<file path="config.mk">
export PLATFORM = sky130hd
export DESIGN_NAME = upscale_out_framer
export DESIGN_NICKNAME = d
export VERILOG_FILES = /design/src/rtl/upscale_pkg.sv /design/src/rtl/upscale_sync_fifo.sv /design/src/rtl/upscale_out_framer.sv
export SDC_FILE = /design/constraint.sdc
export NUM_CORES = 1
export LEC_CHECK = 0
export BUFFER_PORTS_ARGS = -buffer_cell sky130_fd_sc_hd__clkbuf_2
export CORE_MARGIN = 5
export CORE_UTILIZATION = 53
export DETAILED_ROUTE_END_ITERATION = 10
export MAX_ROUTING_LAYER = met4
export PLACE_DENSITY = 0.74
export SYNTH_ARGS = -nofsm -noshare
export SYNTH_HDL_FRONTEND = slang
export SYNTH_SLANG_ARGS = --single-unit
</file>
<file path="constraint.sdc">
create_clock -name clk -period 6.1 [get_ports clk]
set_input_delay 0.305 -clock clk [delete_from_list [all_inputs] [get_ports clk]]
set_output_delay 0.305 -clock clk [all_outputs]
set_load 0.005 [all_outputs]
</file>
<file path="src/rtl/upscale_pkg.sv">
// rtl/upscale_pkg.sv - shared geometry, width and FIFO-word layout constants for the 3x upscaler
//
// Purpose: single source for the upscale factor, raster sizes, pixel width and
//          the positions of the frame markers stored alongside each pixel.
// Ports:   none (package).
package upscale_pkg;

   localparam int SCALE      = 3;
   localparam int IMG_W      = 384;
   localparam int IMG_H      = 216;
   localparam int OUT_W      = SCALE * IMG_W;
   localparam int OUT_H      = SCALE * IMG_H;
   localparam int DATA_WIDTH = 24;

   // Marker bits sit directly above the pixel field in the FIFO word; these
   // are offsets from the pixel width, so the layout follows DATA_WIDTH.
   localparam int SB_EOF  = 0;
   localparam int SB_EOL  = 1;
   localparam int SB_SOF  = 2;
   localparam int SB_BITS = 3;

endpackage

</file>
<file path="src/rtl/upscale_sync_fifo.sv">
// rtl/upscale_sync_fifo.sv - first-word-fall-through synchronous FIFO with occupancy output
//
// Purpose: small FWFT buffer; the head entry is always readable on rdata.
//          A push and a pop in the same cycle are both honoured, including
//          while full, leaving the level unchanged.
// Ports:   clk, rst (async, active-high), clr (sync flush),
//          push/wdata (write side), pop/rdata (read side, head entry),
//          level (occupancy 0..DEPTH), full.
// Callers must not push while full without a pop, nor pop while empty.
module upscale_sync_fifo #(
   parameter int WIDTH = 27,
   parameter int DEPTH = 16
) (
   input  logic                     clk,
   input  logic                     rst,
   input  logic                     clr,
   input  logic                     push,
   input  logic [WIDTH-1:0]         wdata,
   input  logic                     pop,
   output logic [WIDTH-1:0]         rdata,
   output logic [$clog2(DEPTH):0]   level,
   output logic                     full
);

   localparam int AW = $clog2(DEPTH);

   logic [WIDTH-1:0] mem_q [DEPTH];
   logic [AW-1:0]    wr_ptr_q, wr_ptr_d;
   logic [AW-1:0]    rd_ptr_q, rd_ptr_d;
   logic [AW:0]      level_q, level_d;

   // DEPTH is a power of two, so the pointers wrap by plain overflow.
   always_comb begin
      wr_ptr_d = wr_ptr_q;
      rd_ptr_d = rd_ptr_q;
      level_d  = level_q;
      if (clr) begin
         wr_ptr_d = '0;
         rd_ptr_d = '0;
         level_d  = '0;
      end else begin
         if (push) wr_ptr_d = wr_ptr_q + 1'b1;
         if (pop)  rd_ptr_d = rd_ptr_q + 1'b1;
         case ({push, pop})
            2'b10:   level_d = level_q + 1'b1;
            2'b01:   level_d = level_q - 1'b1;
            default: level_d = level_q;
         endcase
      end
   end

   always_ff @(posedge clk or posedge rst) begin
      if (rst) begin
         wr_ptr_q <= '0;
         rd_ptr_q <= '0;
         level_q  <= '0;
      end else begin
         wr_ptr_q <= wr_ptr_d;
         rd_ptr_q <= rd_ptr_d;
         level_q  <= level_d;
      end
   end

   // When full, wr_ptr equals rd_ptr: the head is read combinationally this
   // cycle and overwritten at the edge, which is what push-with-pop needs.
   always_ff @(posedge clk) begin
      if (push && !clr) mem_q[wr_ptr_q] <= wdata;
   end

   assign rdata = mem_q[rd_ptr_q];
   assign level = level_q;
   assign full  = (level_q == (AW+1)'(DEPTH));

endmodule

</file>
<file path="src/rtl/upscale_out_framer.sv">
// rtl/upscale_out_framer.sv - tags upscaler pixels with frame markers and buffers them for a ready/valid sink
//
// Purpose: counts x/y over the OUT_W x OUT_H raster on every valid input
//          pixel, stores {sof, eol, eof, pixel} in a FWFT FIFO, presents the
//          head to the sink, latches overflow on drops and pulses frame_done
//          after the end-of-frame pixel leaves.
// Ports:   clk, rst (async, active-high), clr (sync flush);
//          pixel_in/input_valid (upscaler stream, no backpressure);
//          m_data/m_valid/m_ready/m_sof/m_eol/m_eof (sink interface);
//          level (FIFO occupancy), overflow (sticky), frame_done (pulse).
module upscale_out_framer #(
   parameter int DATA_WIDTH = upscale_pkg::DATA_WIDTH,
   parameter int OUT_W      = upscale_pkg::OUT_W,
   parameter int OUT_H      = upscale_pkg::OUT_H,
   parameter int FIFO_DEPTH = 16
) (
   input  logic                          clk,
   input  logic                          rst,
   input  logic [DATA_WIDTH-1:0]         pixel_in,
   input  logic                          input_valid,
   input  logic                          clr,
   output logic [DATA_WIDTH-1:0]         m_data,
   output logic                          m_valid,
   input  logic                          m_ready,
   output logic                          m_sof,
   output logic                          m_eol,
   output logic                          m_eof,
   output logic [$clog2(FIFO_DEPTH):0]   level,
   output logic                          overflow,
   output logic                          frame_done
);

   import upscale_pkg::*;

   localparam int WORD_W = DATA_WIDTH + SB_BITS;
   localparam int XW     = (OUT_W > 1) ? $clog2(OUT_W) : 1;
   localparam int YW     = (OUT_H > 1) ? $clog2(OUT_H) : 1;
   localparam int LW     = $clog2(FIFO_DEPTH) + 1;
   localparam logic [XW-1:0] X_LAST = XW'(OUT_W - 1);
   localparam logic [YW-1:0] Y_LAST = YW'(OUT_H - 1);

   logic [XW-1:0]     x_q, x_d;
   logic [YW-1:0]     y_q, y_d;
   logic              overflow_q, overflow_d;
   logic              frame_done_q, frame_done_d;

   logic              fifo_full;
   logic [LW-1:0]     fifo_level;
   logic [WORD_W-1:0] wr_word, head_word;
   logic              head_valid, push, pop, drop;
   logic              at_sof, at_eol, at_eof;

   always_comb begin
      head_valid = (fifo_level != '0);
      // clr overrides both sides of the FIFO for this cycle.
      pop  = head_valid & m_ready & ~clr;
      push = input_valid & (~fifo_full | pop) & ~clr;
      drop = input_valid & fifo_full & ~pop & ~clr;

      at_sof = (x_q == '0) && (y_q == '0);
      at_eol = (x_q == X_LAST);
      at_eof = at_eol && (y_q == Y_LAST);

      wr_word                      = '0;
      wr_word[DATA_WIDTH-1:0]      = pixel_in;
      wr_word[DATA_WIDTH + SB_SOF] = at_sof;
      wr_word[DATA_WIDTH + SB_EOL] = at_eol;
      wr_word[DATA_WIDTH + SB_EOF] = at_eof;

      // Counters follow every valid input, stored or dropped, so the raster
      // stays aligned after an overflow.
      x_d = x_q;
      y_d = y_q;
      if (clr) begin
         x_d = '0;
         y_d = '0;
      end else if (input_valid) begin
         if (at_eol) begin
            x_d = '0;
            y_d = at_eof ? '0 : y_q + 1'b1;
         end else begin
            x_d = x_q + 1'b1;
         end
      end

      overflow_d   = clr ? 1'b0 : (overflow_q | drop);
      frame_done_d = pop & head_word[DATA_WIDTH + SB_EOF];
   end

   always_ff @(posedge clk or posedge rst) begin
      if (rst) begin
         x_q          <= '0;
         y_q          <= '0;
         overflow_q   <= 1'b0;
         frame_done_q <= 1'b0;
      end else begin
         x_q          <= x_d;
         y_q          <= y_d;
         overflow_q   <= overflow_d;
         frame_done_q <= frame_done_d;
      end
   end

   upscale_sync_fifo #(
      .WIDTH (WORD_W),
      .DEPTH (FIFO_DEPTH)
   ) u_fifo (
      .clk   (clk),
      .rst   (rst),
      .clr   (clr),
      .push  (push),
      .wdata (wr_word),
      .pop   (pop),
      .rdata (head_word),
      .level (fifo_level),
      .full  (fifo_full)
   );

   // Stale storage is hidden behind m_valid so every output reads 0 in reset.
   assign m_valid    = head_valid;
   assign m_data     = head_valid ? head_word[DATA_WIDTH-1:0] : '0;
   assign m_sof      = head_valid & head_word[DATA_WIDTH + SB_SOF];
   assign m_eol      = head_valid & head_word[DATA_WIDTH + SB_EOL];
   assign m_eof      = head_valid & head_word[DATA_WIDTH + SB_EOF];
   assign level      = fifo_level;
   assign overflow   = overflow_q;
   assign frame_done = frame_done_q;

endmodule

</file>
# Word level (Yosys, flattened, before mapping)
# Memory sizes are Yosys's and may differ from the RTL's.
# Cells that the tools add are included.
[word_totals]
reg_bits = 36
mem_bits_rw = 432
inputBits = 29
out_inout_bits = 35
elab_cells = 65
n_memories = 1
[mem_list]
columns = ["memory", "words", "width", "read_ports", "rd_clocked_by_memory_dff", "wr", "line_no", "rtl"]
rows = [
  ["u_fifo.mem_q", 16, 27, 1, 0, 1, "upscale_sync_fifo.sv:27", "logic [WIDTH-1:0] mem_q [DEPTH];"],
]
[classes]
n_addsub = 6
eq_ne = 5
n_mux = 17
bitwise_logic = 16
reduce_logical = 13
[ops]
columns = ["cell", "count"]
rows = [
  ["$mux W10", 4],
  ["$mux W11", 3],
  ["$mux W24", 1],
  ["$mux W4", 4],
  ["$add A11 B1 Y11 const B", 1],
  ["$and A1 B1 Y1", 11],
  ["$eq A11 B11 Y1 const B", 1],
  ["$logic_not A11 Y1", 1],
  ["$add A10 B1 Y10 const B", 1],
  ["$eq A10 B10 Y1 const B", 1],
  ["$logic_not A10 Y1", 1],
  ["$pmux W5 S2", 1],
  ["$add A4 B1 Y4 const B", 2],
  ["$reduce_bool A2 Y1", 4],
  ["$add A5 B1 Y5 const B", 1],
  ["$eq A5 B5 Y1 const B", 1],
  ["$mux W5", 1],
  ["$reduce_bool A5 Y1", 1],
  ["$sub A5 B1 Y5 const B", 1],
  ["$logic_and A1 B1 Y1", 3],
  ["$mux W1", 3],
  ["$not A1 Y1", 3],
  ["$reduce_bool A3 Y1", 1],
  ["$eq A2 B1 Y1 const B", 1],
  ["other kinds (4)", 5],
]

# Logic depth before layout (Yosys ltp)
# Gate-level depths: netlist of the first run.
[depth]
ltp_word = 9
ltp_mapped = 12
ltp_nobuf = 11

# By module
# A second synthesis of the first run with hierarchy kept.
[unflattened]
hier_cells = 950
hier_area_um2 = 18510.3
[modules_own_cells]
columns = ["mod", "n_inst", "cells_each", "area_each_um2"]
rows = [
  ["upscale_sync_fifo", 1, 763, 16943.8],
  ["upscale_out_framer", 1, 187, 1566.5],
]

# Worst setup path before layout of the first run
# Ideal clock, no wire load.
[synth_timing]
path_kind = "in2reg"
from = "input port m_ready"
to = "memory u_fifo.mem_q[15][0] (enable)"
setup_ns = 0.411
t_arrival_ns = 2.325
required_time_ns = 5.689
path_slack_ns = 3.364
path_stages = 5
cell_sequence = "clkbuf_1 -> nand2b_1 -> a31oi_2 -> nand2_1 -> nor2_1"
[synth_between]
elab_chain_len = 8
[synth_lines]
columns = ["item", "line_no", "rtl"]
rows = [
  ["start, declared", "upscale_out_framer.sv:24", "input logic m_ready,"],
  ["$and A1 B1 Y1 (2 in a row)", "upscale_out_framer.sv:56", "pop = head_valid & m_ready & ~clr;"],
  ["$or A1 B1 Y1", "upscale_out_framer.sv:57", "push = input_valid & (~fifo_full | pop) & ~clr;"],
  ["$and A1 B1 Y1 (2 in a row)", "upscale_out_framer.sv:57", ""],
  ["$logic_and A1 B1 Y1", "upscale_sync_fifo.sv:67", "if (push && !clr) mem_q[wr_ptr_q] <= wdata;"],
  ["$mux W1", "upscale_sync_fifo.sv:67", ""],
  ["$mux W1 (not written as such)", "upscale_sync_fifo.sv:67", ""],
  ["end, declared", "upscale_sync_fifo.sv:27", ""],
]
# No other way between the ends.

# Worst setup path after layout of the first run
[layout_timing]
from = "register u_fifo.rd_ptr_q[0]"
to = "output port m_data[21]"
[layout_between]
elab_chain_len = 2
[layout_lines]
columns = ["item", "line_no", "rtl"]
rows = [
  ["start, declared", "upscale_sync_fifo.sv:29", "logic [AW-1:0] rd_ptr_q, rd_ptr_d;"],
  ["start signal, assigned", "upscale_sync_fifo.sv:59", "rd_ptr_q <= rd_ptr_d;"],
  ["$mem_v2 Z16 W27", "-", ""],
  ["$mux W24", "upscale_out_framer.sv:121", "assign m_data = head_valid ? head_word[DATA_WIDTH-1:0] : '0;"],
  ["end, declared", "upscale_out_framer.sv:22", "output logic [DATA_WIDTH-1:0] m_data,"],
]
# No other way between the ends.

==> impl_results.html, run 1 <==
<table>
<tr><th>Metric</th><th>Value</th></tr>
<tr><th colspan="2">Run status</th></tr>
<tr><td>Status</td><td>finished clean</td></tr>
<tr><th colspan="2">Logic synthesis</th></tr>
<tr><td>Count of synthesis-stage warnings from yosys</td><td>0</td></tr>
<tr><td>Share of synthesized registers carrying an async set or reset</td><td>under 10%</td></tr>
<tr><td>Sequential-to-total area share from yosys stat</td><td>74.91%</td></tr>
<tr><td>Primary flip-flop cell chosen by synthesis mapping</td><td>sky130_fd_sc_hd__edfxtp_1</td></tr>
<tr><td>Post-synthesis register bit count</td><td>around 470</td></tr>
<tr><td>Synth Instances</td><td>slightly above 900</td></tr>
<tr><td>Number of enable flip-flop cells after synthesis</td><td>approximately 430</td></tr>
<tr><td>Post-synthesis net count</td><td>around 950</td></tr>
<tr><td>Area of the mapped netlist</td><td>0.01852 mm2</td></tr>
<tr><td>Avg Inst Size Synth</td><td>roughly 20 um2</td></tr>
<tr><td>Count of distinct cell types in the synthesized netlist</td><td>47</td></tr>
<tr><th colspan="2">Setup path</th></tr>
<tr><td>Worst path arrival time</td><td>~3.4 ns</td></tr>
<tr><td>WP depth</td><td>5</td></tr>
<tr><td>Required time of the worst setup path</td><td>5.79 ns</td></tr>
<tr><td>Critical-path cell list</td><td>buf_12 &gt; mux4_2 &gt; mux2i_1 &gt; o22ai_1 &gt; clkbuf_2</td></tr>
<tr><td>Worst-case reg-to-reg path depth</td><td>11</td></tr>
<tr><td>Worst Setup Path Type</td><td>reg2out</td></tr>
<tr><td>Family of cells with the greatest summed delay on the critical path</td><td>flip-flops</td></tr>
<tr><td>Slowest cell on crit path</td><td>sky130_fd_sc_hd__dfrtp_4</td></tr>
<tr><td>Startpoint of the lowest-slack register-to-register path</td><td>u_fifo.level[3]$_DFFE_PP0P_</td></tr>
<tr><td>Nature of the critical path startpoint</td><td>flip-flop</td></tr>
<tr><td>Worst Path Max Fanout</td><td>between 60 and 70</td></tr>
<tr><td>Worst R2R Setup Slack</td><td>slightly above 3 ns</td></tr>
<tr><td>CP peak stage delay</td><td>about 1.1 ns</td></tr>
<tr><td>Termination of the worst setup path</td><td>m_data[21]</td></tr>
<tr><td>First element of the critical path</td><td>u_fifo.rd_ptr_q[0]$_DFFE_PP0P_</td></tr>
<tr><td>Endpoint of the worst register-to-register path</td><td>u_fifo.level[4]$_DFFE_PP0P_</td></tr>
<tr><td>Nature of the critical path endpoint</td><td>primary output</td></tr>
<tr><td>Number of buffers and inverters on the critical path</td><td>2</td></tr>
<tr><th colspan="2">Detailed routing</th></tr>
<tr><td>Total wire length</td><td>36.24 mm</td></tr>
<tr><td>Drt initial violations</td><td>roughly 700</td></tr>
<tr><td># DRC</td><td>0</td></tr>
<tr><td>Number of vias per cell after detailed routing</td><td>around 6.1</td></tr>
<tr><td>Total via count after detailed routing</td><td>about 9000</td></tr>
<tr><td>Number of routed nets with antenna violations</td><td>0</td></tr>
<tr><td>Pre-antenna DRT Iters</td><td>5</td></tr>
<tr><td>Wire per inst</td><td>24.50 um</td></tr>
<tr><th colspan="2">Final layout</th></tr>
<tr><td>Area growth from synthesis to final layout</td><td>12.57%</td></tr>
<tr><td>Nets</td><td>slightly above 1000</td></tr>
<tr><td>Number of standard cells in the layout, taps in and fillers out</td><td>roughly 1500</td></tr>
<tr><td>Total non-filler cell area in the finished layout</td><td>0.02085 mm2</td></tr>
<tr><td>Fraction of final layout cells sized beyond drive strength 1</td><td>roughly a quarter</td></tr>
<tr><th colspan="2">Global route</th></tr>
<tr><td>Overflow after GRT</td><td>0</td></tr>
<tr><td>Global Route Usage Sum</td><td>about a fifth</td></tr>
<tr><td>Maximum number of pins on one net before global-route repair</td><td>65</td></tr>
<tr><td>First-pass GRT wire length</td><td>around 56 mm</td></tr>
<tr><td>Antenna violations before repair</td><td>1</td></tr>
<tr><td>Number of global-route vias before repair</td><td>slightly above 9000</td></tr>
<tr><th colspan="2">Die</th></tr>
<tr><td>Die width</td><td>between 150 and 200 um</td></tr>
<tr><td>Vertical extent of the die</td><td>slightly below 200 um</td></tr>
<tr><td>Floorplan die area</td><td>0.03878 mm2</td></tr>
<tr><td>Row count</td><td>68</td></tr>
<tr><td>Effective utilization at floorplan</td><td>a little over half</td></tr>
<tr><td>Core ar.</td><td>about 0.035 mm2</td></tr>
<tr><td>Number of I/O pins</td><td>64</td></tr>
<tr><th colspan="2">Place</th></tr>
<tr><td>Cell area reported after detailed placement</td><td>around 0.019 mm2</td></tr>
<tr><td>Final GP Congestion</td><td>~0.78</td></tr>
<tr><td>HPWL reported at the end of detailed placement</td><td>around 19 mm</td></tr>
<tr><td>PortBufs</td><td>63</td></tr>
<tr><td>Number of cells after detailed placement</td><td>1392</td></tr>
<tr><th colspan="2">Timing</th></tr>
<tr><td>Final critical-path share of the clock period</td><td>between 60% and 70%</td></tr>
<tr><td>Slew @ Worst Pin</td><td>between 1 and 1.5 ns</td></tr>
<tr><td>Max_slew headroom</td><td>24.21%</td></tr>
<tr><td>Setup repair after global routing missed its margin</td><td>no</td></tr>
<tr><td>Worst setup skew after layout</td><td>0.01976 ns</td></tr>
<tr><td>Period minus WS final</td><td>roughly 3.7 ns</td></tr>
<tr><td>Fmax</td><td>about 270 MHz</td></tr>
<tr><td>Final-report setup violation count</td><td>0</td></tr>
<tr><td>Total count of max-transition violations in the final report</td><td>0</td></tr>
<tr><td>Setup Total Neg Slack</td><td>0 ns</td></tr>
<tr><td>Final hold vios</td><td>0</td></tr>
<tr><th colspan="2">Power</th></tr>
<tr><td>Switching share of total power</td><td>around 25%</td></tr>
<tr><td>Standby leakage power</td><td>6.601 nW</td></tr>
<tr><td>Reg power frac</td><td>47.0%</td></tr>
<tr><td>Worst VDD drop</td><td>around 0.25 mV</td></tr>
<tr><td>Internal power of the cells</td><td>0.005856 W</td></tr>
<tr><td>Switching power</td><td>0.002003 W</td></tr>
<tr><td>Clk network pwr share</td><td>roughly 34%</td></tr>
<tr><td>Power density over the cells</td><td>377.0 mW/mm2</td></tr>
<tr><td>Gate power share</td><td>a little under a fifth</td></tr>
<tr><th colspan="2">Clocking</th></tr>
<tr><td>Maximum level of the CTS H-tree</td><td>2</td></tr>
<tr><td>Count of clock tree sinks</td><td>between 400 and 500</td></tr>
<tr><td>Quantity of gates resized following cts</td><td>0</td></tr>
<tr><td>Cell chosen for the clock root</td><td>sky130_fd_sc_hd__clkbuf_16</td></tr>
<tr><td>Number of buffers inserted during clock tree synthesis</td><td>46</td></tr>
<tr><td>Clock-pin slew on the worst setup and hold paths</td><td>around 0.06 ns</td></tr>
<tr><td>Clk_lat worst skew</td><td>0.56 ns</td></tr>
<tr><td>Count of buffers added by post-CTS timing repair for setup</td><td>0</td></tr>
<tr><td>Clock tree from TritonCTS</td><td>done</td></tr>
<tr><td>Buffers from clock root to sink, at most</td><td>3</td></tr>
<tr><th colspan="2">Flow run</th></tr>
<tr><td>Max Cap Viol</td><td>0</td></tr>
<tr><th colspan="2">Worst hold path</th></tr>
<tr><td>Kind of path behind the tightest hold check</td><td>in2reg</td></tr>
</table>
synth_stat cells, types with 8 or more instances:
cell | number | share of area [%]
sky130_fd_sc_hd__nand3_1 | 11 | 0.30
sky130_fd_sc_hd__mux4_2 | 109 | 13
sky130_fd_sc_hd__a21oi_1 | 12 | 0.32
sky130_fd_sc_hd__clkbuf_1 | 19 | 0.39
sky130_fd_sc_hd__edfxtp_1 | 432 | 70
sky130_fd_sc_hd__dfrtp_1 | 36 | 4.9
sky130_fd_sc_hd__inv_1 | 12 | 0.24
sky130_fd_sc_hd__o22ai_1 | 26 | 0.88
sky130_fd_sc_hd__mux2i_1 | 53 | 2.9
sky130_fd_sc_hd__xor2_1 | 12 | 0.57
sky130_fd_sc_hd__ha_1 | 12 | 0.81
sky130_fd_sc_hd__nor3_1 | 8 | 0.22
sky130_fd_sc_hd__nand2_1 | 26 | 0.53
sky130_fd_sc_hd__nor2_1 | 49 | 0.99
sky130_fd_sc_hd__buf_2 | 15 | 0.41
routing by layer:
layer,track usage [%],share of wire [%],vias up
met5,-,0,-
met4,4.314,1.6,0
met3,2.940,5.4,47
met2,30.79,50,288
met1,28.05,43,4739
li1,-,-,3895
metrics by stage:
step	power, W	utilization (%)	hold WS [ns]	setup WS, ns
4_1_cts	0.007941	60.34	0.07527	2.323
2_1_floorplan	0.004796	-	0.4039	3.364
6_report	0.007859	60.35	0.1098	2.429
3_3_place_gp	0.005236	56.15	0.4165	2.911
3_5_place_dp	0.005254	56.15	0.4248	2.854
5_1_grt	0.008210	60.35	0.1235	2.140
kinds of logic (layout without fill, tap and decap cells):
group	after synthesis	after routing	share of synthesized area, %
AOI/OAI and AO/OA	57	57	1.952
xor gates and xnor gates	19	19	0.8985
adders and majority gates	13	13	0.9188
buffers and inverters	55	167	1.317
DFF	468	468	74.91
muxes	167	167	16.42
other	0	1	0
and+or+nand+nor	132	132	3.581
what timing repair did:
item | CTS | global route
setup endpoints to repair | 0 | 0
hold buffers | 1 | 0
endpoints found under the hold margin | 36 | 0
sequential cells by signal, summed over array words and instances (netlist names):
signal           cells
y_q                 10
u_fifo.mem_q       432
u_fifo.rd_ptr_q      4
frame_done           1
u_fifo.wr_ptr_q      4
overflow             1
x_q                 11
u_fifo.level         5
power by group through the flow:
stage	registers (W)	logic (W)	clock network, W
floorplan	0.00366	0.00114	0
global placement	0.00377	0.00147	0
detailed placement	0.00377	0.00148	0
CTS	0.00370	0.00150	0.00274
global route	0.00372	0.00160	0.00289
finish	0.00370	0.00147	0.00270
worst reg2reg max path: stages, from the launching register on:
cell	delay, ns
sky130_fd_sc_hd__dfrtp_1	0.45
sky130_fd_sc_hd__nor4_4	0.48
sky130_fd_sc_hd__nand2b_1	0.28
sky130_fd_sc_hd__nand2_1	0.26
sky130_fd_sc_hd__or3_1	0.19
sky130_fd_sc_hd__inv_1	0.09
sky130_fd_sc_hd__ha_1	0.32
sky130_fd_sc_hd__nand2b_1	0.08
sky130_fd_sc_hd__a21oi_1	0.10
sky130_fd_sc_hd__or3_1	0.35
sky130_fd_sc_hd__a21o_1	0.18
sky130_fd_sc_hd__a31oi_1	0.13
cell usage in the layout (no fill, tap or decap), types with 8 or more instances in the layout:
| master | netlist | final |
|---|---|---|
| sky130_fd_sc_hd__a21oi_1 | 12 | 12 |
| sky130_fd_sc_hd__clkbuf_1 | 19 | 8 |
| sky130_fd_sc_hd__clkbuf_16 | 0 | 47 |
| sky130_fd_sc_hd__clkbuf_2 | 0 | 63 |
| sky130_fd_sc_hd__clkinv_1 | 0 | 14 |
| sky130_fd_sc_hd__clkinv_2 | 0 | 9 |
| sky130_fd_sc_hd__dfrtp_1 | 36 | 33 |
| sky130_fd_sc_hd__edfxtp_1 | 432 | 432 |
| sky130_fd_sc_hd__ha_1 | 12 | 12 |
| sky130_fd_sc_hd__inv_1 | 12 | 12 |
| sky130_fd_sc_hd__mux2i_1 | 53 | 53 |
| sky130_fd_sc_hd__mux4_2 | 109 | 109 |
| sky130_fd_sc_hd__nand2_1 | 26 | 26 |
| sky130_fd_sc_hd__nand3_1 | 11 | 11 |
| sky130_fd_sc_hd__nor2_1 | 49 | 33 |
| sky130_fd_sc_hd__nor2_4 | 0 | 16 |
| sky130_fd_sc_hd__nor3_1 | 8 | 8 |
| sky130_fd_sc_hd__o22ai_1 | 26 | 26 |
| sky130_fd_sc_hd__xor2_1 | 12 | 12 |
worst min path at each step:
stage / end / slack [ns] / from / cells past startpoint
after CTS: u_fifo.rd_ptr_q[1]$_DFFE_PP0P_ / 0.08 / m_ready / 3
after detailed placement: y_q[3]$_DFFE_PP0P_ / 0.42 / rst / 3
after global routing: u_fifo.rd_ptr_q[1]$_DFFE_PP0P_ / 0.12 / m_ready / 3
final: u_fifo.rd_ptr_q[1]$_DFFE_PP0P_ / 0.11 / m_ready / 3
after global placement: y_q[3]$_DFFE_PP0P_ / 0.42 / rst / 3
after floorplan: u_fifo.mem_q[0][0]$_DFFE_PP_ / 0.40 / pixel_in[0] / 0
final cells by class:
cell class | instances | area, um2
antenna | 1 | 2.502
clock buffer | 55 | 1206
clock inverter | 30 | 231.5
fill | 2444 | 13700
inverter | 12 | 45.04
multi-input combinational | 388 | 4526
sequential | 468 | 13880
tap | 455 | 569.3
timing repair buffer | 70 | 382.9
Power figures use the tool's default switching activity.
==> run 2: changes to the inputs <==
- ABC_AREA: default -> 1
- PLACE_DENSITY: 0.74 -> 0.76
- clock period: 6.1 -> 3.2 ns (I/O delays scaled with it)
==> run 2 against run 1 <==
- synthesized cell count is 74% higher
- sequential power up 85%
- routed wire length increased by 20%
- design area increased by 3.7%
- sequential share of layout area down 2.4 points
- area after synthesis grew 3.7%
- clock power increased by 83%
- combinational power up 110%
- largest power group unchanged
==> impl_results.html, run 2 <==
<table>
<tr><th>Metric</th><th>Value</th></tr>
<tr><th colspan="2">Run status</th></tr>
<tr><td>Status</td><td>finished clean (unchanged)</td></tr>
<tr><th colspan="2">Place</th></tr>
<tr><td>Final GP Congestion</td><td>0.8511 (was 0.7834)</td></tr>
<tr><td>Number of cells after detailed placement</td><td>2051 (was 1392)</td></tr>
<tr><td>HPWL reported at the end of detailed placement</td><td>23.60 mm (was 18.88 mm)</td></tr>
<tr><td>PortBufs</td><td>63 (unchanged)</td></tr>
<tr><th colspan="2">Power</th></tr>
<tr><td>Switching share of total power</td><td>29.06% (was 25.49%)</td></tr>
<tr><td>Switching power</td><td>0.004315 W (was 0.002003 W)</td></tr>
<tr><td>Total power</td><td>0.01485 W (was 0.007859 W)</td></tr>
<tr><td>Internal power of the cells</td><td>0.01053 W (was 0.005856 W)</td></tr>
<tr><td>Gate power share</td><td>20.5% (was 18.6%)</td></tr>
<tr><td>Standby leakage power</td><td>7.608 nW (was 6.601 nW)</td></tr>
<tr><td>Clk network pwr share</td><td>33.3% (was 34.3%)</td></tr>
<tr><td>Worst VDD drop</td><td>0.4615 mV (was 0.2485 mV)</td></tr>
<tr><td>Power density over the cells</td><td>686.8 mW/mm2 (was 377.0 mW/mm2)</td></tr>
<tr><td>Reg power frac</td><td>46.2% (was 47.0%)</td></tr>
<tr><th colspan="2">Setup path</th></tr>
<tr><td>Worst path arrival time</td><td>2.78 ns (was 3.37 ns)</td></tr>
<tr><td>Worst Setup Path Type</td><td>reg2out (unchanged)</td></tr>
<tr><td>Nature of the critical path startpoint</td><td>flip-flop (unchanged)</td></tr>
<tr><td>Startpoint of the lowest-slack register-to-register path</td><td>u_fifo.level[4]$_DFFE_PP0P_ (was u_fifo.level[3]$_DFFE_PP0P_)</td></tr>
<tr><td>Required time of the worst setup path</td><td>3.04 ns (was 5.79 ns)</td></tr>
<tr><td>Worst Path Max Fanout</td><td>57 (was 64)</td></tr>
<tr><td>Critical path's most frequent cell</td><td>sky130_fd_sc_hd__nand2_1</td></tr>
<tr><td>Endpoint of the worst register-to-register path</td><td>u_fifo.mem_q[6][3]$_DFFE_PP_ (was u_fifo.level[4]$_DFFE_PP0P_)</td></tr>
<tr><td>Worst R2R Setup Slack</td><td>0.42 ns (was 3.11 ns)</td></tr>
<tr><td>Critical-path cell list</td><td>inv_6 &gt; buf_12 &gt; buf_12 &gt; nand2_1 &gt; a21oi_1 &gt; nor3_1 &gt; nand2_1 &gt; nand2_1 &gt; nor2_1 &gt; clkbuf_2 (was buf_12 &gt; mux4_2 &gt; mux2i_1 &gt; o22ai_1 &gt; clkbuf_2)</td></tr>
<tr><td>CP peak stage delay</td><td>0.66 ns (was 1.08 ns)</td></tr>
<tr><td>Worst-case reg-to-reg path depth</td><td>8 (was 11)</td></tr>
<tr><td>Slowest cell on crit path</td><td>sky130_fd_sc_hd__dfrtp_4 (unchanged)</td></tr>
<tr><td>Nature of the critical path endpoint</td><td>primary output (unchanged)</td></tr>
<tr><th colspan="2">Detailed routing</th></tr>
<tr><td>Number of routed nets with antenna violations</td><td>0 (unchanged)</td></tr>
<tr><td>Wire per inst</td><td>20.42 um (was 24.50 um)</td></tr>
<tr><td>WL met2</td><td>21.74 mm (was 18.07 mm)</td></tr>
<tr><td>Number of vias per cell after detailed routing</td><td>5.877 (was 6.064)</td></tr>
<tr><td>Detailed-routing wirelength on met1</td><td>17.52 mm (was 15.63 mm)</td></tr>
<tr><td># DRC</td><td>0 (unchanged)</td></tr>
<tr><td>Drt initial violations</td><td>1259 (was 696)</td></tr>
<tr><td>Total wire length</td><td>43.66 mm (was 36.24 mm)</td></tr>
<tr><td>Pre-antenna DRT Iters</td><td>6 (was 5)</td></tr>
<tr><td>Total via count after detailed routing</td><td>12566 (was 8969)</td></tr>
<tr><td>WL met3</td><td>3.579 mm (was 1.951 mm)</td></tr>
<tr><td>Highest metal layer with signal wires</td><td>met4 (unchanged)</td></tr>
<tr><th colspan="2">Clocking</th></tr>
<tr><td>Quantity of gates resized following cts</td><td>0 (unchanged)</td></tr>
<tr><td>Clock-pin slew on the worst setup and hold paths</td><td>0.07 ns (was 0.06 ns)</td></tr>
<tr><td>Cell chosen for the clock root</td><td>sky130_fd_sc_hd__clkbuf_16 (unchanged)</td></tr>
<tr><td>Clk_lat worst skew</td><td>0.55 ns (was 0.56 ns)</td></tr>
<tr><td>Count of clock tree sinks</td><td>468 (unchanged)</td></tr>
<tr><td>Buffers from clock root to sink, at most</td><td>3 (unchanged)</td></tr>
<tr><td>Maximum level of the CTS H-tree</td><td>2 (unchanged)</td></tr>
<tr><td>Number of buffers inserted during clock tree synthesis</td><td>46 (unchanged)</td></tr>
<tr><td>Clock tree from TritonCTS</td><td>done (unchanged)</td></tr>
<tr><th colspan="2">Logic synthesis</th></tr>
<tr><td>Primary flip-flop cell chosen by synthesis mapping</td><td>sky130_fd_sc_hd__edfxtp_1 (unchanged)</td></tr>
<tr><td>Avg Inst Size Synth</td><td>12.13 um2 (was 20.33 um2)</td></tr>
<tr><td>Post-synthesis net count</td><td>1625 (was 953)</td></tr>
<tr><td>Most used standard cells in the synthesized netlist</td><td>sky130_fd_sc_hd__edfxtp_1 (432), sky130_fd_sc_hd__nand2_1 (325), sky130_fd_sc_hd__nor2_1 (179), sky130_fd_sc_hd__o21ai_0 (161), sky130_fd_sc_hd__a21oi_1 (83) (was sky130_fd_sc_hd__edfxtp_1 (432), sky130_fd_sc_hd__mux4_2 (109), sky130_fd_sc_hd__mux2i_1 (53), sky130_fd_sc_hd__nor2_1 (49), sky130_fd_sc_hd__dfrtp_1 (36))</td></tr>
<tr><td>Area of the mapped netlist</td><td>0.01920 mm2 (was 0.01852 mm2)</td></tr>
<tr><td>Library cell with the highest instance count after synthesis</td><td>sky130_fd_sc_hd__edfxtp_1 (unchanged)</td></tr>
<tr><td>Count of synthesis-stage warnings from yosys</td><td>0 (unchanged)</td></tr>
<tr><td>Post-synth top area share</td><td>67.55% (was 70.04%)</td></tr>
<tr><td>Count of distinct cell types in the synthesized netlist</td><td>38 (was 47)</td></tr>
<tr><td>Cell taking the most area after synthesis</td><td>sky130_fd_sc_hd__edfxtp_1 (unchanged)</td></tr>
<tr><td>Sequential-to-total area share from yosys stat</td><td>72.24% (was 74.91%)</td></tr>
<tr><td>Synth Instances</td><td>1583 (was 911)</td></tr>
<tr><td>Largest cells by area after synthesis</td><td>sky130_fd_sc_hd__edfxtp_1 (68%), sky130_fd_sc_hd__nand2_1 (6.4%), sky130_fd_sc_hd__dfrtp_1 (4.7%), sky130_fd_sc_hd__o21ai_0 (4.2%), sky130_fd_sc_hd__nor2_1 (3.5%) (was sky130_fd_sc_hd__edfxtp_1 (70%), sky130_fd_sc_hd__mux4_2 (13%), sky130_fd_sc_hd__dfrtp_1 (4.9%), sky130_fd_sc_hd__mux2i_1 (2.9%), sky130_fd_sc_hd__nor2_1 (0.99%))</td></tr>
<tr><td>Number of enable flip-flop cells after synthesis</td><td>432 (unchanged)</td></tr>
<tr><td>Share of synthesized registers carrying an async set or reset</td><td>7.692% (unchanged)</td></tr>
<tr><td>Post-synthesis register bit count</td><td>468 (unchanged)</td></tr>
<tr><th colspan="2">Final layout</th></tr>
<tr><td>Register cell area after layout</td><td>0.01388 mm2 (about the same)</td></tr>
<tr><td>Nets</td><td>1686 (was 1028)</td></tr>
<tr><td>Number of standard cells in the layout, taps in and fillers out</td><td>2138 (was 1479)</td></tr>
<tr><td>Fraction of final layout cells sized beyond drive strength 1</td><td>11.63% (was 26.69%)</td></tr>
<tr><td>Number of filler cells placed in the layout</td><td>2690 (was 2444)</td></tr>
<tr><td>Area growth from synthesis to final layout</td><td>12.58% (was 12.57%)</td></tr>
<tr><td>Biggest regs</td><td>u_fifo.mem_q (432), x_q (11), y_q (10) (unchanged)</td></tr>
<tr><td>Largest reg by FF count</td><td>u_fifo.mem_q (unchanged)</td></tr>
<tr><td>Most frequent standard cell in the layout excluding fill and tap cells</td><td>sky130_fd_sc_hd__edfxtp_1 (unchanged)</td></tr>
<tr><td>Most frequent cells in the layout</td><td>sky130_fd_sc_hd__edfxtp_1 (432), sky130_fd_sc_hd__nand2_1 (324), sky130_fd_sc_hd__nor2_1 (163) (was sky130_fd_sc_hd__edfxtp_1 (432), sky130_fd_sc_hd__mux4_2 (109), sky130_fd_sc_hd__clkbuf_2 (63))</td></tr>
<tr><td>Largest register FFs</td><td>432 (unchanged)</td></tr>
<tr><td>Share of the core filled with cells</td><td>60.64% (was 60.35%)</td></tr>
<tr><td>Footprint of the multi-input gates</td><td>0.004815 mm2 (was 0.004526 mm2)</td></tr>
<tr><th colspan="2">Timing</th></tr>
<tr><td>Total count of max-transition violations in the final report</td><td>0 (unchanged)</td></tr>
<tr><td>Final-report setup violation count</td><td>0 (unchanged)</td></tr>
<tr><td>Slew @ Worst Pin</td><td>1.169 ns (was 1.134 ns)</td></tr>
<tr><td>Period minus WS final</td><td>slightly below 3 ns</td></tr>
<tr><td>Worst setup skew after layout</td><td>0.02070 ns (was 0.01976 ns)</td></tr>
<tr><td>Fmax</td><td>roughly 340 MHz</td></tr>
<tr><td>Final critical-path share of the clock period</td><td>91.92%</td></tr>
<tr><td>Setup repair after global routing missed its margin</td><td>no (unchanged)</td></tr>
<tr><td>Setup Total Neg Slack</td><td>0 ns (unchanged)</td></tr>
<tr><td>Max_slew headroom</td><td>21.89% (was 24.21%)</td></tr>
<tr><td>Final hold vios</td><td>0 (unchanged)</td></tr>
<tr><th colspan="2">Die</th></tr>
<tr><td>Row count</td><td>69 (was 68)</td></tr>
<tr><td>Vertical extent of the die</td><td>200.4 um (was 196.9 um)</td></tr>
<tr><td>Core ar.</td><td>0.03566 mm2 (was 0.03454 mm2)</td></tr>
<tr><td>Floorplan die area</td><td>0.04014 mm2 (was 0.03878 mm2)</td></tr>
<tr><td>Number of I/O pins</td><td>64 (unchanged)</td></tr>
<tr><td>Die width</td><td>200.4 um (was 196.9 um)</td></tr>
<tr><td>Effective utilization at floorplan</td><td>53.86% (was 53.61%)</td></tr>
<tr><th colspan="2">Worst hold path</th></tr>
<tr><td>Kind of path behind the tightest hold check</td><td>in2reg (unchanged)</td></tr>
<tr><td>Worst hold path stage count</td><td>1 (was 3)</td></tr>
<tr><td>Hold worst-path end</td><td>u_fifo.mem_q[0][23]$_DFFE_PP_ (was u_fifo.rd_ptr_q[1]$_DFFE_PP0P_)</td></tr>
<tr><td>Hold Crit Start</td><td>pixel_in[23] (was m_ready)</td></tr>
<tr><th colspan="2">Global route</th></tr>
<tr><td>Overflow after GRT</td><td>0 (unchanged)</td></tr>
<tr><td>Number of global-route vias before repair</td><td>12263 (was 9344)</td></tr>
<tr><td>Maximum number of pins on one net before global-route repair</td><td>99 (was 65)</td></tr>
<tr><td>Global Route Usage Sum</td><td>21.66% (was 19.62%)</td></tr>
<tr><td>Antenna violations before repair</td><td>1 (unchanged)</td></tr>
<tr><td>First-pass GRT wire length</td><td>67.70 mm (was 56.37 mm)</td></tr>
<tr><th colspan="2">Flow run</th></tr>
<tr><td>Max Cap Viol</td><td>0 (unchanged)</td></tr>
</table>
## run 2: cell types whose count changed after synthesis, sizes merged, moves of 29 or more
cell	before	now
nand2	26	331
nor2	49	181
inv	12	54
o22ai	26	55
mux2i	53	0
o21ai	5	161
a21oi	12	83
mux4	109	0
## run 2: cell families (layout without fill, tap and decap cells)
kind of cell             count (synthesis)  count (layout)  share of synthesized area (%)
AO/OA/AOI/OAI                          362             362                          10.61
XOR/XNOR                                12              12                         0.5473
adder cells (fa/ha/maj)                 13              13                         0.8860
buffers and inverters                  140             233                          3.355
flip-flops                             468             468                          72.24
other                                    0               1                              0
AND/OR/NAND/NOR                        588             588                          12.36
## run 2: worst max path at each step
stage / from / to / depth (start not counted)
5_1_grt: u_fifo.rd_ptr_q[0]$_DFFE_PP0P_ / m_data[2] / 9
6_report: u_fifo.rd_ptr_q[0]$_DFFE_PP0P_ / m_data[6] / 10
3_5_place_dp: u_fifo.level[4]$_DFFE_PP0P_ / u_fifo.mem_q[6][15]$_DFFE_PP_ / 8
2_1_floorplan: u_fifo.level[4]$_DFFE_PP0P_ / u_fifo.mem_q[0][0]$_DFFE_PP_ / 8
4_1_cts: u_fifo.rd_ptr_q[0]$_DFFE_PP0P_ / m_data[2] / 9
3_3_place_gp: u_fifo.level[4]$_DFFE_PP0P_ / u_fifo.mem_q[8][10]$_DFFE_PP_ / 8
## run 2: what timing repair did
item                                   in CTS  in global routing
hold buffers                                5                  0
setup endpoints to repair                   0                  1
setup buffers                               0                  1
endpoints found under the hold margin      15                  0
## run 2: layer usage
metal / up-vias / track usage [%]
met5: - / -
met4: 0 / 5.801
met3: 73 / 2.895
met2: 595 / 35.82
met1: 6105 / 28.79
li1: 5793 / -
## run 2: critical path: cells and delay by family (launching register included)
family / cells / cell delay (ns)
buf+inv: 4 / 0.91
flops: 1 / 0.66
simple gates: 5 / 0.47
compound gates: 1 / 0.16
## run 2: power by group through the flow
stage          Sequential [W]  Clock (W)  Combinational [W]
5_1_grt               0.00686    0.00531            0.00335
2_1_floorplan         0.00692          0            0.00200
3_3_place_gp          0.00700          0            0.00289
3_5_place_dp          0.00701          0            0.00296
4_1_cts               0.00688    0.00502            0.00298
6_report              0.00686    0.00495            0.00304
## run 2: through the flow
step           cell area, um2  worst slack (ns)  hold slack (ns)
3_3_place_gp            20160            0.5761           0.1710
2_1_floorplan           19200            0.4976           0.2589
3_5_place_dp            20160            0.4711           0.1739
4_1_cts                 21590            0.1846         0.002894
6_report                21620            0.2585          0.02564
5_1_grt                 21620            0.1173          0.03761
## run 2: final cells by class
class | count | area share (%)
flip-flops and latches | 468 | 64.19
multi-input cells | 975 | 22.27
clock buffers | 56 | 5.590
repair buffers | 99 | 3.495
well taps | 461 | 2.668
inverters | 54 | 0.9838
clock inverters | 24 | 0.7928
diodes | 1 | 0.01157
==> run 3: changes to the inputs <==
- CTS_BUF_LIST: default -> sky130_fd_sc_hd__clkbuf_16
==> run 3 against run 2 <==
- hold slack got worse by 0.011 ns
- non-clock buffer count unchanged
- setup slack got worse by 0.012 ns
- total power decreased by 0.44%
- final cell count unchanged
- global-route usage unchanged
- critical path depth unchanged
- die area unchanged
- flip-flop and latch count unchanged
- sequential power about the same
- register-to-register slack about the same
==> impl_results.html, run 3 (same netlist as run 2, synthesis figures left out) <==
<table>
<tr><th>Metric</th><th>Value</th></tr>
<tr><th colspan="2">Timing</th></tr>
<tr><td>Max_slew headroom</td><td>21.97% (was 21.89%)</td></tr>
<tr><td>Setup Total Neg Slack</td><td>0 ns (unchanged)</td></tr>
<tr><td>Total count of max-transition violations in the final report</td><td>0 (unchanged)</td></tr>
<tr><td>Final hold vios</td><td>0 (unchanged)</td></tr>
<tr><td>Fmax</td><td>338.5 MHz (was 340.0 MHz)</td></tr>
<tr><td>Least setup slack across all paths after layout</td><td>0.2461 ns (was 0.2585 ns)</td></tr>
<tr><td>Final-report setup violation count</td><td>0 (unchanged)</td></tr>
<tr><td>Period minus WS final</td><td>2.954 ns (was 2.942 ns)</td></tr>
<tr><td>Setup repair after global routing missed its margin</td><td>no (unchanged)</td></tr>
<tr><td>Final critical-path share of the clock period</td><td>92.31% (was 91.92%)</td></tr>
<tr><td>Slew @ Worst Pin</td><td>1.168 ns (was 1.169 ns)</td></tr>
<tr><td>Worst setup skew after layout</td><td>0.02476 ns (was 0.02070 ns)</td></tr>
<tr><th colspan="2">Place</th></tr>
<tr><td>HPWL reported at the end of detailed placement</td><td>23.60 mm (unchanged)</td></tr>
<tr><td>PortBufs</td><td>63 (unchanged)</td></tr>
<tr><td>Setup Slack @ Placement</td><td>0.4711 ns (unchanged)</td></tr>
<tr><td>Final GP Congestion</td><td>0.8511 (unchanged)</td></tr>
<tr><th colspan="2">Die</th></tr>
<tr><td>Vertical extent of the die</td><td>200.4 um (unchanged)</td></tr>
<tr><td>Floorplan die area</td><td>0.04014 mm2 (unchanged)</td></tr>
<tr><td>Core ar.</td><td>0.03566 mm2 (unchanged)</td></tr>
<tr><td>Number of I/O pins</td><td>64 (unchanged)</td></tr>
<tr><td>Row count</td><td>69 (unchanged)</td></tr>
<tr><td>Effective utilization at floorplan</td><td>53.86% (unchanged)</td></tr>
<tr><td>Die width</td><td>200.4 um (unchanged)</td></tr>
<tr><th colspan="2">Worst hold path</th></tr>
<tr><td>Hold Crit Start</td><td>pixel_in[23] (unchanged)</td></tr>
<tr><td>Hold worst-path end</td><td>u_fifo.mem_q[3][23]$_DFFE_PP_ (was u_fifo.mem_q[0][23]$_DFFE_PP_)</td></tr>
<tr><td>Worst hold path stage count</td><td>1 (unchanged)</td></tr>
<tr><td>Kind of path behind the tightest hold check</td><td>in2reg (unchanged)</td></tr>
<tr><th colspan="2">Setup path</th></tr>
<tr><td>Worst-case reg-to-reg path depth</td><td>8 (unchanged)</td></tr>
<tr><td>CP peak stage delay</td><td>0.66 ns (about the same)</td></tr>
<tr><td>Family of cells with the greatest summed delay on the critical path</td><td>buffers and inverters (unchanged)</td></tr>
<tr><td>Worst R2R Setup Slack</td><td>0.41 ns (was 0.42 ns)</td></tr>
<tr><td>Nature of the critical path endpoint</td><td>primary output (unchanged)</td></tr>
<tr><td>Worst path arrival time</td><td>2.79 ns (was 2.78 ns)</td></tr>
<tr><td>Nature of the critical path startpoint</td><td>flip-flop (unchanged)</td></tr>
<tr><td>Number of buffers and inverters on the critical path</td><td>4 (unchanged)</td></tr>
<tr><td>Critical-path cell list</td><td>inv_6 &gt; buf_12 &gt; buf_12 &gt; nand2_1 &gt; a21oi_1 &gt; nor3_1 &gt; nand2_1 &gt; nand2_1 &gt; nor2_1 &gt; clkbuf_2 (unchanged)</td></tr>
<tr><td>Slowest cell on crit path</td><td>sky130_fd_sc_hd__dfrtp_4 (unchanged)</td></tr>
<tr><td>Endpoint of the worst register-to-register path</td><td>u_fifo.mem_q[6][3]$_DFFE_PP_ (unchanged)</td></tr>
<tr><td>Critical path's most frequent cell</td><td>sky130_fd_sc_hd__nand2_1 (unchanged)</td></tr>
<tr><td>Startpoint of the lowest-slack register-to-register path</td><td>u_fifo.level[4]$_DFFE_PP0P_ (unchanged)</td></tr>
<tr><td>Required time of the worst setup path</td><td>3.04 ns (about the same)</td></tr>
<tr><td>Worst Path Max Fanout</td><td>57 (unchanged)</td></tr>
<tr><td>Worst Setup Path Type</td><td>reg2out (unchanged)</td></tr>
<tr><th colspan="2">Final layout</th></tr>
<tr><td>Footprint of the multi-input gates</td><td>0.004815 mm2 (unchanged)</td></tr>
<tr><td>Area growth from synthesis to final layout</td><td>12.48% (was 12.58%)</td></tr>
<tr><td>Nets</td><td>1686 (unchanged)</td></tr>
<tr><td>Most frequent standard cell in the layout excluding fill and tap cells</td><td>sky130_fd_sc_hd__edfxtp_1 (unchanged)</td></tr>
<tr><td>Most frequent cells in the layout</td><td>sky130_fd_sc_hd__edfxtp_1 (432), sky130_fd_sc_hd__nand2_1 (324), sky130_fd_sc_hd__nor2_1 (163) (unchanged)</td></tr>
<tr><td>Register cell area after layout</td><td>0.01388 mm2 (unchanged)</td></tr>
<tr><td>Biggest regs</td><td>u_fifo.mem_q (432), x_q (11), y_q (10) (unchanged)</td></tr>
<tr><td>Largest reg by FF count</td><td>u_fifo.mem_q (unchanged)</td></tr>
<tr><td>Number of filler cells placed in the layout</td><td>2692 (was 2690)</td></tr>
<tr><td>Largest register FFs</td><td>432 (unchanged)</td></tr>
<tr><td>Fraction of final layout cells sized beyond drive strength 1</td><td>11.52% (was 11.63%)</td></tr>
<tr><th colspan="2">Global route</th></tr>
<tr><td>Maximum number of pins on one net before global-route repair</td><td>99 (unchanged)</td></tr>
<tr><td>Overflow after GRT</td><td>0 (unchanged)</td></tr>
<tr><td>Global Route Usage Sum</td><td>21.66% (unchanged)</td></tr>
<tr><td>Number of global-route vias before repair</td><td>12262 (was 12263)</td></tr>
<tr><td>First-pass GRT wire length</td><td>67.68 mm (was 67.70 mm)</td></tr>
<tr><td>Antenna violations before repair</td><td>1 (unchanged)</td></tr>
<tr><th colspan="2">Clocking</th></tr>
<tr><td>Clk_lat worst skew</td><td>0.56 ns (was 0.55 ns)</td></tr>
<tr><td>Clock-pin slew on the worst setup and hold paths</td><td>0.07 ns (about the same)</td></tr>
<tr><td>Quantity of gates resized following cts</td><td>0 (unchanged)</td></tr>
<tr><td>Clock tree from TritonCTS</td><td>done (unchanged)</td></tr>
<tr><td>Cell chosen for the clock root</td><td>sky130_fd_sc_hd__clkbuf_16 (unchanged)</td></tr>
<tr><td>Buffers from clock root to sink, at most</td><td>3 (unchanged)</td></tr>
<tr><td>Maximum level of the CTS H-tree</td><td>2 (unchanged)</td></tr>
<tr><td>Number of buffers inserted during clock tree synthesis</td><td>46 (unchanged)</td></tr>
<tr><td>Count of clock tree sinks</td><td>468 (unchanged)</td></tr>
<tr><th colspan="2">Detailed routing</th></tr>
<tr><td>Pre-antenna DRT Iters</td><td>6 (unchanged)</td></tr>
<tr><td>Wire per inst</td><td>20.42 um (about the same)</td></tr>
<tr><td>Detailed-routing wirelength on met1</td><td>17.66 mm (was 17.52 mm)</td></tr>
<tr><td>WL met2</td><td>21.79 mm (was 21.74 mm)</td></tr>
<tr><td>Number of routed nets with antenna violations</td><td>0 (unchanged)</td></tr>
<tr><td>Total wire length</td><td>43.67 mm (was 43.66 mm)</td></tr>
<tr><td>WL met3</td><td>3.364 mm (was 3.579 mm)</td></tr>
<tr><td>Highest metal layer with signal wires</td><td>met4 (unchanged)</td></tr>
<tr><td>Drt initial violations</td><td>1199 (was 1259)</td></tr>
<tr><td># DRC</td><td>0 (unchanged)</td></tr>
<tr><td>Number of vias per cell after detailed routing</td><td>5.887 (was 5.877)</td></tr>
<tr><td>Total via count after detailed routing</td><td>12586 (was 12566)</td></tr>
<tr><th colspan="2">Run status</th></tr>
<tr><td>Status</td><td>finished clean (unchanged)</td></tr>
<tr><th colspan="2">Power</th></tr>
<tr><td>Standby leakage power</td><td>7.630 nW (was 7.608 nW)</td></tr>
<tr><td>Worst VDD drop</td><td>0.4612 mV (was 0.4615 mV)</td></tr>
<tr><td>Power density over the cells</td><td>684.4 mW/mm2 (was 686.8 mW/mm2)</td></tr>
<tr><th colspan="2">Flow run</th></tr>
<tr><td>Max Cap Viol</td><td>0 (unchanged)</td></tr>
</table>
[run 3: cell count changes in the layout (fill, tap and decap cells not counted)]
cell / change
sky130_fd_sc_hd__clkbuf_1: -8
sky130_fd_sc_hd__clkbuf_8: -2
sky130_fd_sc_hd__inv_1: +8
sky130_fd_sc_hd__clkinv_1: +2
[run 3: routing by layer]
metal	vias to the layer above	track usage, %
li1	5790	-
met3	70	2.895
met4	0	5.801
met2	591	35.81
met5	-	-
met1	6135	28.80
[run 3: worst max path at each step]
stage,start,cells after the start,slack (ns),endpoint
5_1_grt,u_fifo.rd_ptr_q[0]$_DFFE_PP0P_,9,0.11,m_data[2]
4_1_cts,u_fifo.rd_ptr_q[0]$_DFFE_PP0P_,9,0.18,m_data[2]
3_5_place_dp,u_fifo.level[4]$_DFFE_PP0P_,8,0.47,u_fifo.mem_q[6][15]$_DFFE_PP_
2_1_floorplan,u_fifo.level[4]$_DFFE_PP0P_,8,0.50,u_fifo.mem_q[0][0]$_DFFE_PP_
3_3_place_gp,u_fifo.level[4]$_DFFE_PP0P_,8,0.58,u_fifo.mem_q[8][10]$_DFFE_PP_
6_report,u_fifo.rd_ptr_q[0]$_DFFE_PP0P_,10,0.25,m_data[6]
[run 3: report_power, final]
part           switching [W]  internal [W]
clock network        0.00219       0.00270
registers           0.000102       0.00676
logic                0.00203       0.00100
total                0.00432        0.0105
[run 3: through the flow]
| stage | utilization, % | instance area (um2) | instances | hold slack (ns) | power, W |
|---|---|---|---|---|---|
| 6_report | 60.58 | 21600 | 2138 | 0.01509 | 0.01478 |
| 5_1_grt | 60.58 | 21600 | 2138 | 0.03761 | 0.01545 |
| 4_1_cts | 60.50 | 21570 | 2136 | 0.003708 | 0.01480 |
| 3_5_place_dp | 56.54 | 20160 | 2051 | 0.1739 | 0.009965 |
| 3_3_place_gp | 56.54 | 20160 | 2051 | 0.1710 | 0.009889 |
| 2_1_floorplan | - | 19200 | 1583 | 0.2589 | 0.008919 |
[run 3: worst register-to-register path, stage by stage, from the launching register on]
cell and delay (ns):
sky130_fd_sc_hd__dfrtp_1 0.45, sky130_fd_sc_hd__inv_1 0.10, sky130_fd_sc_hd__nand3_2 0.10, sky130_fd_sc_hd__nand3_1 0.16, sky130_fd_sc_hd__nand3_1 0.12, sky130_fd_sc_hd__nand2_1 0.10, sky130_fd_sc_hd__inv_1 0.15, sky130_fd_sc_hd__nand2_1 0.24
sky130_fd_sc_hd__nor2_4 0.95
[run 3: final cells by class]
| type | instances | share of cell area, % |
|---|---|---|
| Tap cell | 461 | 2.670 |
| Clock buffer | 46 | 5.329 |
| Multi-Input combinational cell | 975 | 22.29 |
| Inverter | 54 | 0.9847 |
| Timing Repair Buffer | 99 | 3.499 |
| Sequential cell | 468 | 64.25 |
| Clock inverter | 34 | 0.9673 |
| Antenna cell | 1 | 0.01158 |
[run 3: what timing repair did]
action	CTS	global route
hold endpoints to repair	15	0
hold buffers	5	0
setup buffers	0	1
endpoints found under the setup margin	0	1
